--- src/rtl/riscv_pkg.sv ---
// Shared definitions for the core data path: bus widths, store-buffer depth and
// the buffered-store entry layout.
package riscv_pkg;
    localparam int DATA_W   = 32;
    localparam int ADDR_W   = 32;
    localparam int SB_DEPTH = 4;

    typedef struct packed {
        logic              valid;
        logic [ADDR_W-3:0] word_addr;
        logic [DATA_W-1:0] data;
    } sb_entry_t;

    localparam int SB_ENTRY_W = $bits(sb_entry_t);
endpackage

--- src/rtl/sb_match.sv ---
// Store-to-load forwarding lookup: finds the youngest valid buffered store whose
// word address matches the load address.
module sb_match
    import riscv_pkg::*;
#(
    parameter int DEPTH = SB_DEPTH
) (
    input  logic [DEPTH*SB_ENTRY_W-1:0] entries_i,
    input  logic [$clog2(DEPTH)-1:0]    head_i,
    input  logic [ADDR_W-3:0]           word_addr_i,
    output logic                        hit_o,
    output logic [DATA_W-1:0]           data_o
);
    localparam int PW = $clog2(DEPTH);

    logic [PW-1:0] idx_s;
    sb_entry_t     ent_s;

    // Walk oldest to youngest from head so the last match seen is the youngest.
    always_comb begin
        hit_o  = 1'b0;
        data_o = {DATA_W{1'b0}};
        idx_s  = head_i;
        ent_s  = '0;
        for (int i = 0; i < DEPTH; i++) begin
            idx_s = head_i + PW'(i);
            ent_s = entries_i[int'(idx_s)*SB_ENTRY_W +: SB_ENTRY_W];
            if (ent_s.valid && (ent_s.word_addr == word_addr_i)) begin
                hit_o  = 1'b1;
                data_o = ent_s.data;
            end else begin
                hit_o  = hit_o;
                data_o = data_o;
            end
        end
    end
endmodule

--- src/rtl/store_buffer.sv ---
// FIFO store buffer between the core data port and data memory. Define
// STORE_BUF_FWD_EN to forward buffered data to matching loads; otherwise loads wait for empty.
module store_buffer
    import riscv_pkg::*;
#(
    parameter int DEPTH = SB_DEPTH
) (
    input  logic              clk,
    input  logic              rst,
    input  logic              ce_i,
    input  logic              we_i,
    input  logic [ADDR_W-1:0] addr_i,
    input  logic [DATA_W-1:0] data_i,
    output logic [DATA_W-1:0] data_o,
    output logic              stall_o,
    output logic              empty_o,
    output logic              mem_ce_o,
    output logic              mem_we_o,
    output logic [ADDR_W-1:0] mem_addr_o,
    output logic [DATA_W-1:0] mem_data_o,
    input  logic [DATA_W-1:0] mem_data_i
);
    localparam int            PW       = $clog2(DEPTH);
    localparam logic [PW:0]   CNT_ZERO = {(PW+1){1'b0}};
    localparam logic [PW:0]   CNT_FULL = (PW+1)'(DEPTH);

    sb_entry_t     entries_q [DEPTH];
    sb_entry_t     entries_d [DEPTH];
    logic [PW-1:0] head_q, head_d, tail_q, tail_d;
    logic [PW:0]   count_q, count_d;

    logic              full_s, store_s, load_s, load_hit_s, load_wait_s;
    logic              load_miss_s, mem_load_s, drain_s, enq_s, stall_s;
    logic [DATA_W-1:0] fwd_data_s;
    sb_entry_t         head_ent_s;

    assign head_ent_s = entries_q[head_q];
    assign full_s     = (count_q == CNT_FULL);
    assign store_s    = ce_i & we_i;
    assign load_s     = ce_i & ~we_i;

`ifdef STORE_BUF_FWD_EN
    logic [DEPTH*SB_ENTRY_W-1:0] entries_flat_s;
    logic                        hit_s;

    // Flatten the entry array for the match unit.
    always_comb begin
        entries_flat_s = {(DEPTH*SB_ENTRY_W){1'b0}};
        for (int i = 0; i < DEPTH; i++) begin
            entries_flat_s[i*SB_ENTRY_W +: SB_ENTRY_W] = entries_q[i];
        end
    end

    sb_match #(.DEPTH(DEPTH)) u_sb_match (
        .entries_i   (entries_flat_s),
        .head_i      (head_q),
        .word_addr_i (addr_i[ADDR_W-1:2]),
        .hit_o       (hit_s),
        .data_o      (fwd_data_s)
    );

    assign load_hit_s  = load_s & hit_s;
    assign load_wait_s = 1'b0;
`else
    assign fwd_data_s  = {DATA_W{1'b0}};
    assign load_hit_s  = 1'b0;
    assign load_wait_s = load_s & (count_q != CNT_ZERO);
`endif

    // A load miss owns the memory port unless the buffer is full, in which case the drain wins.
    assign load_miss_s = load_s & ~load_hit_s & ~load_wait_s;
    assign mem_load_s  = load_miss_s & ~full_s;
    assign drain_s     = (count_q != CNT_ZERO) & head_ent_s.valid & ~mem_load_s;
    assign enq_s       = store_s & ~full_s;
    assign stall_s     = (store_s & full_s) | (load_miss_s & full_s) | load_wait_s;
    assign empty_o     = rst | (count_q == CNT_ZERO);

    // Next-state for FIFO pointers, occupancy and entries.
    always_comb begin
        entries_d = entries_q;
        head_d    = head_q;
        tail_d    = tail_q;
        if (enq_s) begin
            entries_d[tail_q] = '{valid: 1'b1, word_addr: addr_i[ADDR_W-1:2], data: data_i};
            tail_d            = tail_q + PW'(1);
        end else begin
            tail_d = tail_q;
        end
        if (drain_s) begin
            entries_d[head_q].valid = 1'b0;
            head_d                  = head_q + PW'(1);
        end else begin
            head_d = head_q;
        end
        count_d = count_q + (PW+1)'(enq_s) - (PW+1)'(drain_s);
    end

    // State registers; reset discards every buffered store.
    always_ff @(posedge clk) begin
        if (rst) begin
            head_q  <= {PW{1'b0}};
            tail_q  <= {PW{1'b0}};
            count_q <= CNT_ZERO;
            for (int i = 0; i < DEPTH; i++) begin
                entries_q[i].valid <= 1'b0;
            end
        end else begin
            head_q    <= head_d;
            tail_q    <= tail_d;
            count_q   <= count_d;
            entries_q <= entries_d;
        end
    end

    // Core and memory port drive; everything is quiet while reset is held.
    always_comb begin
        stall_o    = 1'b0;
        mem_ce_o   = 1'b0;
        mem_we_o   = 1'b0;
        mem_addr_o = {ADDR_W{1'b0}};
        mem_data_o = {DATA_W{1'b0}};
        data_o     = {DATA_W{1'b0}};
        if (rst) begin
            stall_o = 1'b0;
        end else begin
            stall_o  = stall_s;
            mem_ce_o = mem_load_s | drain_s;
            mem_we_o = drain_s;
            if (mem_load_s) begin
                mem_addr_o = addr_i;
                data_o     = mem_data_i;
            end else if (drain_s) begin
                mem_addr_o = {head_ent_s.word_addr, 2'b00};
                mem_data_o = head_ent_s.data;
                data_o     = load_hit_s ? fwd_data_s : {DATA_W{1'b0}};
            end else begin
                data_o = load_hit_s ? fwd_data_s : {DATA_W{1'b0}};
            end
        end
    end
endmodule

--- config.mk ---
export PLATFORM = sky130hd
export DESIGN_NAME = store_buffer
export DESIGN_NICKNAME = d
export VERILOG_FILES = /design/src/rtl/riscv_pkg.sv /design/src/rtl/sb_match.sv /design/src/rtl/store_buffer.sv
export SDC_FILE = /design/constraint.sdc
export NUM_CORES = 1
export LEC_CHECK = 0
export CORE_MARGIN = 4
export CORE_UTILIZATION = 52
export DETAILED_ROUTE_END_ITERATION = 8
export PLACE_DENSITY = 0.76
export SLEW_MARGIN = 40
export SYNTH_ARGS = -nofsm -noshare
export SYNTH_HDL_FRONTEND = slang
export SYNTH_SLANG_ARGS = --single-unit
--- constraint.sdc ---
create_clock -name clk -period 9.95 [get_ports clk]
set_input_delay 1.99 -clock clk [delete_from_list [all_inputs] [get_ports clk]]
set_output_delay 1.99 -clock clk [all_outputs]
set_load 0.05 [all_outputs]
======== Word level (Yosys, flattened, before mapping) ========
Index checks and enable logic that the tools add are counted.
operators by class
  $add $sub $neg .......................... 4
  order comparisons ....................... 4
  equal/unequal tests ..................... 1
  multiplexer cells ....................... 22
  bitwise operators ....................... 20
  reductions and logical operators ........ 4
operators with widths
  kind                 count
  $bwmux 252           2
  $mux 252             2
  $mux 32              8
  $demux 63 s2         2
  $mux 63              4
  $bmux 63 s2          1
  $and 1x1->1          10
  $ge 3x3->1 const B   2
  $lt 3x1->1 const B   2
  $not 2->3            2
  $add 2x1->2 const B  2
  $not 1->1            4
  $or 1x1->1           4
  $add 3x1->3          1
  $eq 3x3->1 const B   1
  $logic_not 3->1      1
  $mux 1               3
  $reduce_bool 3->1    1
  $sub 3x1->3          1
  $logic_and 1x1->1    2
word-level totals
  bits in registers ....................... 259
  input port bits ......................... 100
  output and inout bits ................... 100
  logic and storage cells ................. 70

======== Depth between registers and ports, before layout ========
Gate-level depths: netlist (run 1).
  depth in word-level cells ............... 11
  depth in mapped cells ................... 11

======== Worst setup path after synthesis (run 1) ========
No wires, ideal clock.
  kind .................................... in2reg
  start point ............................. input port ce_i
  end point ............................... register (tool-made name)
  arrival time ............................ 7.044 ns
  data required time ...................... 9.379 ns
  path slack .............................. 2.335 ns
  stages on the path ...................... 4
  buffers on the path ..................... 1
  cells stage by stage .................... and2_1 > clkbuf_1 > nand2_1 > nor3b_1
RTL lines
  what                line                text
  start: declaration  store_buffer.sv:10  input logic ce_i,

======== Final worst setup path (run 1) ========
  start point ............................. input port rst
  end point ............................... output port mem_addr_o[9]
on the way
  cells in the longest elaborated chain, start to end .. 1
RTL lines
  what                line                 text
  start: declaration  store_buffer.sv:9    input logic rst,
  $mux 32             store_buffer.sv:123  if (rst) begin
  end: declaration    store_buffer.sv:19   output logic [ADDR_W-1:0] mem_addr_o,
Every way passes these cells.

==> results of run 1 <==
-- cell type report --
type	instances	area, sq um
multi-input combinational	215	2580
fill	1270	6050
timing repair buffer	209	2080
tap	265	332
inverter	7	26.3
clock inverter	17	204
clock buffer	29	641
sequential	259	7670
-- cell usage in the layout, fill, tap and decap left out, types with 3 or more instances in the layout --
master	count
buf_4	8
a21oi_1	5
clkbuf_16	25
edfxtp_1	248
nand3_1	3
a22o_1	30
nor3b_2	3
ha_1	10
clkinv_1	8
clkinv_2	3
inv_1	7
a31oi_1	4
mux4_2	63
clkbuf_1	4
dfxtp_1	9
clkdlybuf4s50_1	199
bufinv_16	5
a211oi_1	4
and2_1	67
-- through the flow --
| stage | std cells | util [%] | cell area, sq um | total power [mW] | worst slack, ps |
|---|---|---|---|---|---|
| detailed placement | 955 | 64.7 | 12700 | 1.66 | 3090 |
| finish | 1001 | 69.1 | 13500 | 2.59 | 3040 |
| CTS | 1001 | 69.1 | 13500 | 2.61 | 3090 |
| floorplan | 515 | - | 10400 | 1.52 | 2330 |
| global placement | 954 | 64.6 | 12700 | 1.65 | 2980 |
| global route | 1001 | 69.1 | 13500 | 2.69 | 2890 |
-- logic make-up (layout without fill, tap and decap cells) --
group	after synthesis	after routing	synth area share, %
DFF	259	259	73.5
buffers and inverters	41	262	2.18
adders and majority gates	11	11	1.39
AOI/OAI and AO/OA	49	49	3.67
and+or+nand+nor	88	88	5.31
muxes	65	65	13.8
xor gates and xnor gates	2	2	0.168
-- power by group --
part,leakage [nW],internal (mW),switching [mW]
clock,0.412,0.589,0.371
combinational,1.59,0.172,0.214
sequential,2.33,1.22,0.0230
-- worst paths after layout --
check / start / endpoint / slack (ps) / cells past startpoint
max reg2reg: head_q[1] / count_q[2] / 6930 / 9
max: rst / mem_addr_o[9] / 3040 / 6
min: tail_q[0] / tail_q[0] / 530 / 2
min reg2reg: tail_q[0] / tail_q[0] / 530 / 2
-- worst reg2reg max path, delay by kind of cell (launching register included) --
family                     cells  cell delay (ps)
and+or+nand+nor                2              310
buffers and inverters          1               30
adders and majority gates      3              920
DFF                            1              660
muxes                          1              620
xor gates and xnor gates       2              340
-- routing by layer --
| layer | routed length, um | vias up |
|---|---|---|
| li1 | - | 2483 |
| met1 | 8310 | 2770 |
| met2 | 10800 | 217 |
| met3 | 1710 | 34 |
| met4 | 434 | 0 |
| met5 | 0 | - |
==> reports/metrics.yaml, run 1 <==
run:
  max_cap_violations: 0
timing:
  fmax_ghz: 0.145
  rsz0062_at_grt: "false"
  fin_tns_setup_ps: 0
  holdWs_ps: 534
  hold_viol_final: 0
  setup_violations: 0
  clock_skew_ps: 27.7
  period_share_pct: 69.4
  min_period_ps: 6910
  max_slew.worst_pin.slew_ps: 764
  maxSlewViolCount: 0
  maxSlewHeadroom_pct: 49.1
synth:
  synth_most_common_cell: "edfxtp_1"
  synth_common_cells: "edfxtp_1, and2_1, mux4_2"
  ys_ff_latch: 259
  avgSynthCellArea_sq_um: 20.3
  async_flop_share_pct: 0
  ys.flop_type: "edfxtp_1"
  syn_area_sq_mm: 0.0104
  synth-seq-area-share_pct: 73.5
  ys_warn_count: 0
  ys_types: 34
  synth.area.top_cells: "edfxtp_1, mux4_2, and2_1"
  synth_fp_nets: 626
  synth_edf_count: 248
  yosys.area.top_type: "edfxtp_1"
  netlist_instances: 515
  yosysTopAreaCellShare_pct: 71.4
routing:
  first_pass_iters: 5
  drt_wl_total_um: 21300
  drt-initial-drc-count: 353
  vias: 5504
  post-route-drc-count: 0
  ant_nets: 0
  via_per_inst: 5.50
  routedWlPerCell_um: 21.2
grt:
  grt_busiest_layer: "met2"
  gr-usage-met3_pct: 4.39
  first_global_vias: 5794
  met2_usage_pct: 32.6
  grt_remaining_overflow: 0
  track_usage_pct: 19.0
  grt_pass1_wl_um: 32400
  use_met1_pct: 24.6
  antenna_found_initial: 0
  grt_max_degree: 66
clocking:
  root_buffer: "clkbuf_16"
  cts-htree-levels: 1
  post_cts_buffers: 0
  cts-buffers-inserted: 25
  path_clk_slew_ps: 60
  post_cts_resized: 0
  ctsHoldBuffers: 0
  cts_tree: "done"
  cts.path.max_buffers: 3
  insertion_delay_ps: 520
  cts_sinks: 259
layout:
  syn2layout_area_growth_pct: 29.7
  nets: 828
  layout-drive-gt1-share_pct: 16.0
  n_antenna_cell: 0
outcome:
  status: "finished clean"
critical_path:
  critical-path-top-delay-family: "buffers and inverters"
  critPathMaxFanout: 65
  slowest_delay_ps: 820
  crit_required_ps: 7960
  cp.arrival_ps: 4920
  crit_path_frequent_cell: "clkdlybuf4s50_1"
  cpMaxStageDelayCell: "clkdlybuf4s50_1"
  path_class: "primary input to output pin"
  crit_chain: "clkdlybuf4s50_1 -> nand2b_1 -> nor3_4 -> buf_4 -> a22o_1 -> clkdlybuf4s50_1"
  cp.buffers_inverters: 3
  worst_setup_path_start_kind: "primary input"
  endpoint_kind: "output pin"
floorplan:
  start_util_pct: 53.3
  coreArea_sq_mm: 0.0196
  dieArea_sq_mm: 0.0224
  io_pins: 200
  die_w_um: 150
  chipHeight_um: 150
  rows: 51
place:
  dp_hpwl_um: 13500
  io_buffers: 199
  gp_congestion: 0.730
pwr:
  leakagePower_nw: 4.33
  vdd_drop_max_mv: 0.142
  p_per_area_mw_per_mm2: 191
hold_path:
  holdCritPathClass: "flop to flop"
Power figures use the tool's default switching activity.
==> inputs of run 2 (changes only) <==
Settings changed: CORE_UTILIZATION 52 to 47, PLACE_DENSITY 0.76 to 0.72.
Clock period 9.95 ns to 5.96 ns, I/O delays scaled along.
==> run 2 against run 1 <==
Wire length fell by 1.1%. Clock skew fell by 20 ps. Via count rose by 0.85%. Hold slack got worse by 5.7 ps. Clock power rose by 70%. Setup slack got worse by 2100 ps. Largest cell class unchanged. Highest routed layer unchanged. Cell count rose by 1.8%. Sequential power rose by 66%. Cell area rose by 0.37%.
==> reports/metrics.yaml, run 2 (synthesis results as in run 1) <==
outcome:
  status: "finished clean"  # unchanged
clocking:
  insertion_delay_ps: 510  # was 520 ps
  post_cts_resized: 0  # unchanged
  cts-buffers-inserted: 26  # was 25
  cts.path.max_buffers: 3  # unchanged
  cts_sinks: 259  # unchanged
  ctsHoldBuffers: 0  # unchanged
  root_buffer: "clkbuf_16"  # unchanged
  cts_tree: "done"  # unchanged
  post_cts_buffers: 0  # unchanged
  cts-htree-levels: 1  # unchanged
  path_clk_slew_ps: 60  # about the same
grt:
  track_usage_pct: 17.1  # was 19.0%
  grt_pass1_wl_um: 33100  # was 32400 um
  first_global_vias: 6137  # was 5794
  antenna_found_initial: 0  # unchanged
  grt_remaining_overflow: 0  # unchanged
  grt_max_degree: 67  # was 66
timing:
  rsz0062_at_grt: "false"  # unchanged
  period_share_pct: 83.5
  min_period_ps: 4980
  maxSlewHeadroom_pct: 55.2  # was 49.1%
  maxSlewViolCount: 0  # unchanged
  setup_violations: 0  # unchanged
  max_slew.worst_pin.slew_ps: 672  # was 764 ps
  hold_viol_final: 0  # unchanged
  fin_tns_setup_ps: 0  # unchanged
  fmax_ghz: 0.201
  clock_skew_ps: 8.15  # was 27.7 ps
pwr:
  p_int_mw: 3.33  # was 1.98 mW
  switching_power_mw: 1.02  # was 0.608 mW
  power.share.clock_pct: 37.4  # was 37.0%
  power_frac_seq_pct: 47.7  # was 48.1%
  vdd_drop_max_mv: 0.270  # was 0.142 mV
  p_per_area_mw_per_mm2: 320  # was 191 mW/mm^2
  switching_share_pct: 23.5  # about the same
  finalPower_mw: 4.35  # was 2.59 mW
  comb_power_share_pct: 14.9  # about the same
  leakagePower_nw: 4.37  # was 4.33 nW
floorplan:
  io_pins: 200  # unchanged
  die_w_um: 157  # was 150 um
  start_util_pct: 47.8  # was 53.3%
  coreArea_sq_mm: 0.0218  # was 0.0196 sq mm
  chipHeight_um: 157  # was 150 um
  rows: 54  # was 51
  dieArea_sq_mm: 0.0247  # was 0.0224 sq mm
critical_path:
  cp.arrival_ps: 3780  # was 4920 ps
  worst_setup_path_start_kind: "primary input"  # unchanged
  path_class: "primary input to output pin"  # unchanged
  endpoint_kind: "output pin"  # unchanged
  crit_required_ps: 4770  # was 7960 ps
  critPathMaxFanout: 31  # was 65
layout:
  final_cell_mix: "edfxtp_1, clkdlybuf4s50_1, and2_1, mux4_2, a22o_1"  # unchanged
  layout-drive-gt1-share_pct: 17.1  # was 16.0%
  utilization_pct: 62.3  # was 69.1%
  n_antenna_cell: 0  # unchanged
  nets: 833  # was 828
  layout_commonest_cell: "edfxtp_1"  # unchanged
  syn2layout_area_growth_pct: 30.2  # was 29.7%
routing:
  routedWlPerCell_um: 20.6  # was 21.2 um
  first_pass_iters: 6  # was 5
  drt_wl_total_um: 21000  # was 21300 um
  via_per_inst: 5.45  # was 5.50
  vias: 5551  # was 5504
  drt-initial-drc-count: 396  # was 353
  post-route-drc-count: 0  # unchanged
  ant_nets: 0  # unchanged
run:
  max_cap_violations: 0  # unchanged
place:
  dp_hpwl_um: 13400  # was 13500 um
  gp_congestion: 0.728  # was 0.730
  io_buffers: 199  # unchanged
hold_path:
  holdCritPathClass: "flop to flop"  # unchanged
[run 2: cell count changes in the layout (fill, tap and decap cells not counted), moves of 2 or more]
cell,delta
buf_4,+4
clkbuf_16,+2
clkinv_1,-6
clkinv_2,+3
[run 2: power groups by stage]
stage / Clock (mW) / Sequential, mW / Combinational (mW)
2_1_floorplan: 0 / 2.10 / 0.445
3_3_place_gp: 0 / 2.11 / 0.643
3_5_place_dp: 0 / 2.12 / 0.654
4_1_cts: 1.67 / 2.08 / 0.657
5_1_grt: 1.76 / 2.08 / 0.692
6_report: 1.63 / 2.07 / 0.648
[run 2: worst max-delay path, cell delays in order]
cell and delay [ps]:
clkdlybuf4s50_1 410, buf_4 200, and3b_2 630, buf_4 360
a22o_1 170, clkdlybuf4s50_1 800
[run 2: layout make-up]
| type | instances | area [sq um] |
|---|---|---|
| Clock buffer | 32 | 694 |
| Clock inverter | 13 | 169 |
| Fill cell | 1546 | 8240 |
| Inverter | 7 | 26.3 |
| Multi-Input combinational cell | 215 | 2570 |
| Sequential cell | 259 | 7670 |
| Tap cell | 280 | 350 |
| Timing Repair Buffer | 213 | 2100 |
[run 2: metrics by stage]
stage          hold WS [ps]  setup slack, ps  instances  cell area (sq um)
2_1_floorplan           484             -857        515              10400
3_3_place_gp            499              973        974              12700
3_5_place_dp            518              938        974              12700
4_1_cts                 527              936       1019              13600
5_1_grt                 557              817       1019              13600
6_report                529              983       1019              13600
[run 2: final timing paths]
check | depth (start not counted) | to | from | slack, ps
setup / recovery | 6 | mem_addr_o[8] | rst | 980
hold reg to reg | 2 | tail_q[0] | tail_q[0] | 530
hold / removal | 2 | tail_q[0] | tail_q[0] | 530
setup reg to reg | 9 | count_q[2] | head_q[0] | 3110
[run 2: layer usage]
metal	GRT usage [%]	part of all wire [%]	up-vias
li1	-	-	2500
met1	20.5	38	2804
met2	30.4	50	216
met3	5.66	10	31
met4	3.69	1.7	0
met5	0	0	-
==> inputs of run 3 (changes only) <==
Settings changed: CORE_UTILIZATION 47 to 52, PLACE_DENSITY 0.72 to 0.76.
Clock period 5.96 ns to 5.2 ns, I/O delays scaled along.
==> run 3 against run 2 <==
Combinational power is 15% higher. First-iteration DRC count is 20% lower. Sequential power is 15% higher. Register-to-register slack worse by 1100 ps. Setup slack worse by 170 ps. Total power is 10% higher. Highest routed layer unchanged. Clock power hardly changed. Sequential share of layout area is 0.76 points higher.
==> reports/metrics.yaml, run 3 (synthesis results as in run 1) <==
clocking:
  post_cts_resized: 0  # unchanged
  cts_tree: "done"  # unchanged
  cts-buffers-inserted: 26  # unchanged
  path_clk_slew_ps: 60  # about the same
  ctsHoldBuffers: 0  # unchanged
  cts-htree-levels: 1  # unchanged
  cts.path.max_buffers: 3  # unchanged
  insertion_delay_ps: 510  # about the same
  cts_sinks: 259  # unchanged
  post_cts_buffers: 0  # unchanged
  root_buffer: "clkbuf_16"  # unchanged
critical_path:
  r2r_start: "head_q[1]"  # was head_q[0]
  crit_chain: "mux4_2 -> and3b_2 -> buf_12 -> a22o_1 -> clkdlybuf4s50_1"  # was clkdlybuf4s50_1 -> buf_4 -> and3b_2 -> buf_4 -> a22o_1 -> clkdlybuf4s50_1
  cpMaxStageDelayCell: "dfxtp_4"  # was clkdlybuf4s50_1
  cp.arrival_ps: 3350  # was 3780 ps
  r2r_slack_ps: 2050  # was 3110 ps
  critPathMaxFanout: 47  # was 31
  worst_setup_path_start_kind: "flop"  # was primary input
  slowest_delay_ps: 770  # was 800 ps
  reg2regPathDepth: 9  # unchanged
  reg2reg_to: "count_q[2]"  # unchanged
  crit_required_ps: 4160  # was 4770 ps
  endpoint_kind: "output pin"  # unchanged
  path_class: "flop to output pin"  # was primary input to output pin
timing:
  fin_tns_setup_ps: 0  # unchanged
  rsz0062_at_grt: "false"  # unchanged
  maxSlewHeadroom_pct: 47.8  # was 55.2%
  hold_viol_final: 0  # unchanged
  maxSlewViolCount: 0  # unchanged
  period_share_pct: 84.3
  setup_slack_ps: 814  # was 983 ps
  min_period_ps: 4390
  clock_skew_ps: 11.6  # was 8.15 ps
  fmax_ghz: 0.228
  holdWs_ps: 536  # was 529 ps
  setup_violations: 0  # unchanged
  max_slew.worst_pin.slew_ps: 782  # was 672 ps
pwr:
  leakagePower_nw: 4.38  # was 4.37 nW
  power_frac_seq_pct: 49.8  # was 47.7%
  p_per_area_mw_per_mm2: 357  # was 320 mW/mm^2
  switching_power_mw: 1.17  # was 1.02 mW
  vdd_drop_max_mv: 0.281  # was 0.270 mV
  switching_share_pct: 24.4  # was 23.5%
  power.share.clock_pct: 34.6  # was 37.4%
  comb_power_share_pct: 15.6  # was 14.9%
  finalPower_mw: 4.78  # was 4.35 mW
  p_int_mw: 3.62  # was 3.33 mW
hold_path:
  worstHoldStart: "tail_q[1]"  # was tail_q[0]
  holdCritPathClass: "flop to flop"  # unchanged
  min_path_cells: 2  # unchanged
  min_to: "tail_q[1]"  # was tail_q[0]
grt:
  grt_pass1_wl_um: 33300  # was 33100 um
  antenna_found_initial: 0  # unchanged
  grt_remaining_overflow: 0  # unchanged
  grt_max_degree: 60  # was 67
  track_usage_pct: 19.3  # was 17.1%
  first_global_vias: 5993  # was 6137
layout:
  n_antenna_cell: 0  # unchanged
  syn2layout_area_growth_pct: 28.5  # was 30.2%
  layout_commonest_cell: "edfxtp_1"  # unchanged
  final_cell_mix: "edfxtp_1, clkdlybuf4s50_1, and2_1, mux4_2, buf_4"  # was edfxtp_1, clkdlybuf4s50_1, and2_1, mux4_2, a22o_1
  nets: 834  # was 833
  layout-drive-gt1-share_pct: 20.8  # was 17.1%
  fin_cells: 1005  # was 1019
routing:
  post-route-drc-count: 0  # unchanged
  drt_wl_total_um: 21700  # was 21000 um
  drt-initial-drc-count: 318  # was 396
  routedWlPerCell_um: 21.6  # was 20.6 um
  first_pass_iters: 4  # was 6
  ant_nets: 0  # unchanged
  via_per_inst: 5.55  # was 5.45
  vias: 5582  # was 5551
place:
  io_buffers: 199  # unchanged
  gp_congestion: 0.764  # was 0.728
  dp.cells: 960  # was 974
  dp_hpwl_um: 13500  # was 13400 um
  dp_slack_ps: 835  # was 938 ps
floorplan:
  io_pins: 200  # unchanged
  die_w_um: 150  # was 157 um
  rows: 51  # was 54
  chipHeight_um: 150  # was 157 um
  coreArea_sq_mm: 0.0196  # was 0.0218 sq mm
  start_util_pct: 53.3  # was 47.8%
  dieArea_sq_mm: 0.0224  # was 0.0247 sq mm
outcome:
  status: "finished clean"  # unchanged
run:
  max_cap_violations: 0  # unchanged
run 3: cell types whose count changed in the layout (fill, tap and decap cells not counted), sizes merged:
cell	delta
buf	+34
clkdlybuf4s50	-33
bufinv	-4
clkbuf	+3
clkinvlp	+1
run 3: per-layer routing:
layer  vias up  GRT usage [%]  wire length, um
met5         -              0                0
met4         0           5.17              410
met3        31           4.48             1730
met2       218           33.8            11200
met1      2839           24.5             8390
li1       2494              -                -
run 3: area by class of cell:
class,count,area (sq um)
clock buffers,35,706
clock inverters,10,52.6
fillers,1306,6180
inverters,7,26.3
multi-input cells,215,2570
flip-flops and latches,259,7670
well taps,265,332
repair buffers,214,2050
run 3: worst max-delay path by stage:
stage / startpoint / slack, ps / end
CTS: head_q[1] / 760 / mem_addr_o[16]
global route: rst / 680 / mem_addr_o[15]
finish: head_q[1] / 810 / mem_addr_o[16]
floorplan: ce_i / -1470 / flop
global placement: rst / 870 / mem_addr_o[15]
detailed placement: rst / 830 / mem_addr_o[28]
run 3: through the flow:
stage / util [%] / cell area (sq um)
after floorplan: - / 10400
after global placement: 64.6 / 12600
after CTS: 68.4 / 13400
after detailed placement: 64.6 / 12600
final: 68.4 / 13400
after global routing: 68.4 / 13400
run 3: power groups by stage:
| stage | combinational [mW] | sequential (mW) | clock [mW] |
|---|---|---|---|
| final | 0.748 | 2.38 | 1.66 |
| after global routing | 0.796 | 2.39 | 1.78 |
| after CTS | 0.760 | 2.38 | 1.70 |
| after detailed placement | 0.756 | 2.43 | 0 |
| after global placement | 0.740 | 2.42 | 0 |
| after floorplan | 0.510 | 2.40 | 0 |
run 3: critical path, delay by kind of cell (launching register included):
family	cells	cell delay, ps
buffers and inverters	2	900
flip-flops	1	770
multiplexers	1	640
AND/OR/NAND/NOR	1	250
AO/OA/AOI/OAI	1	250
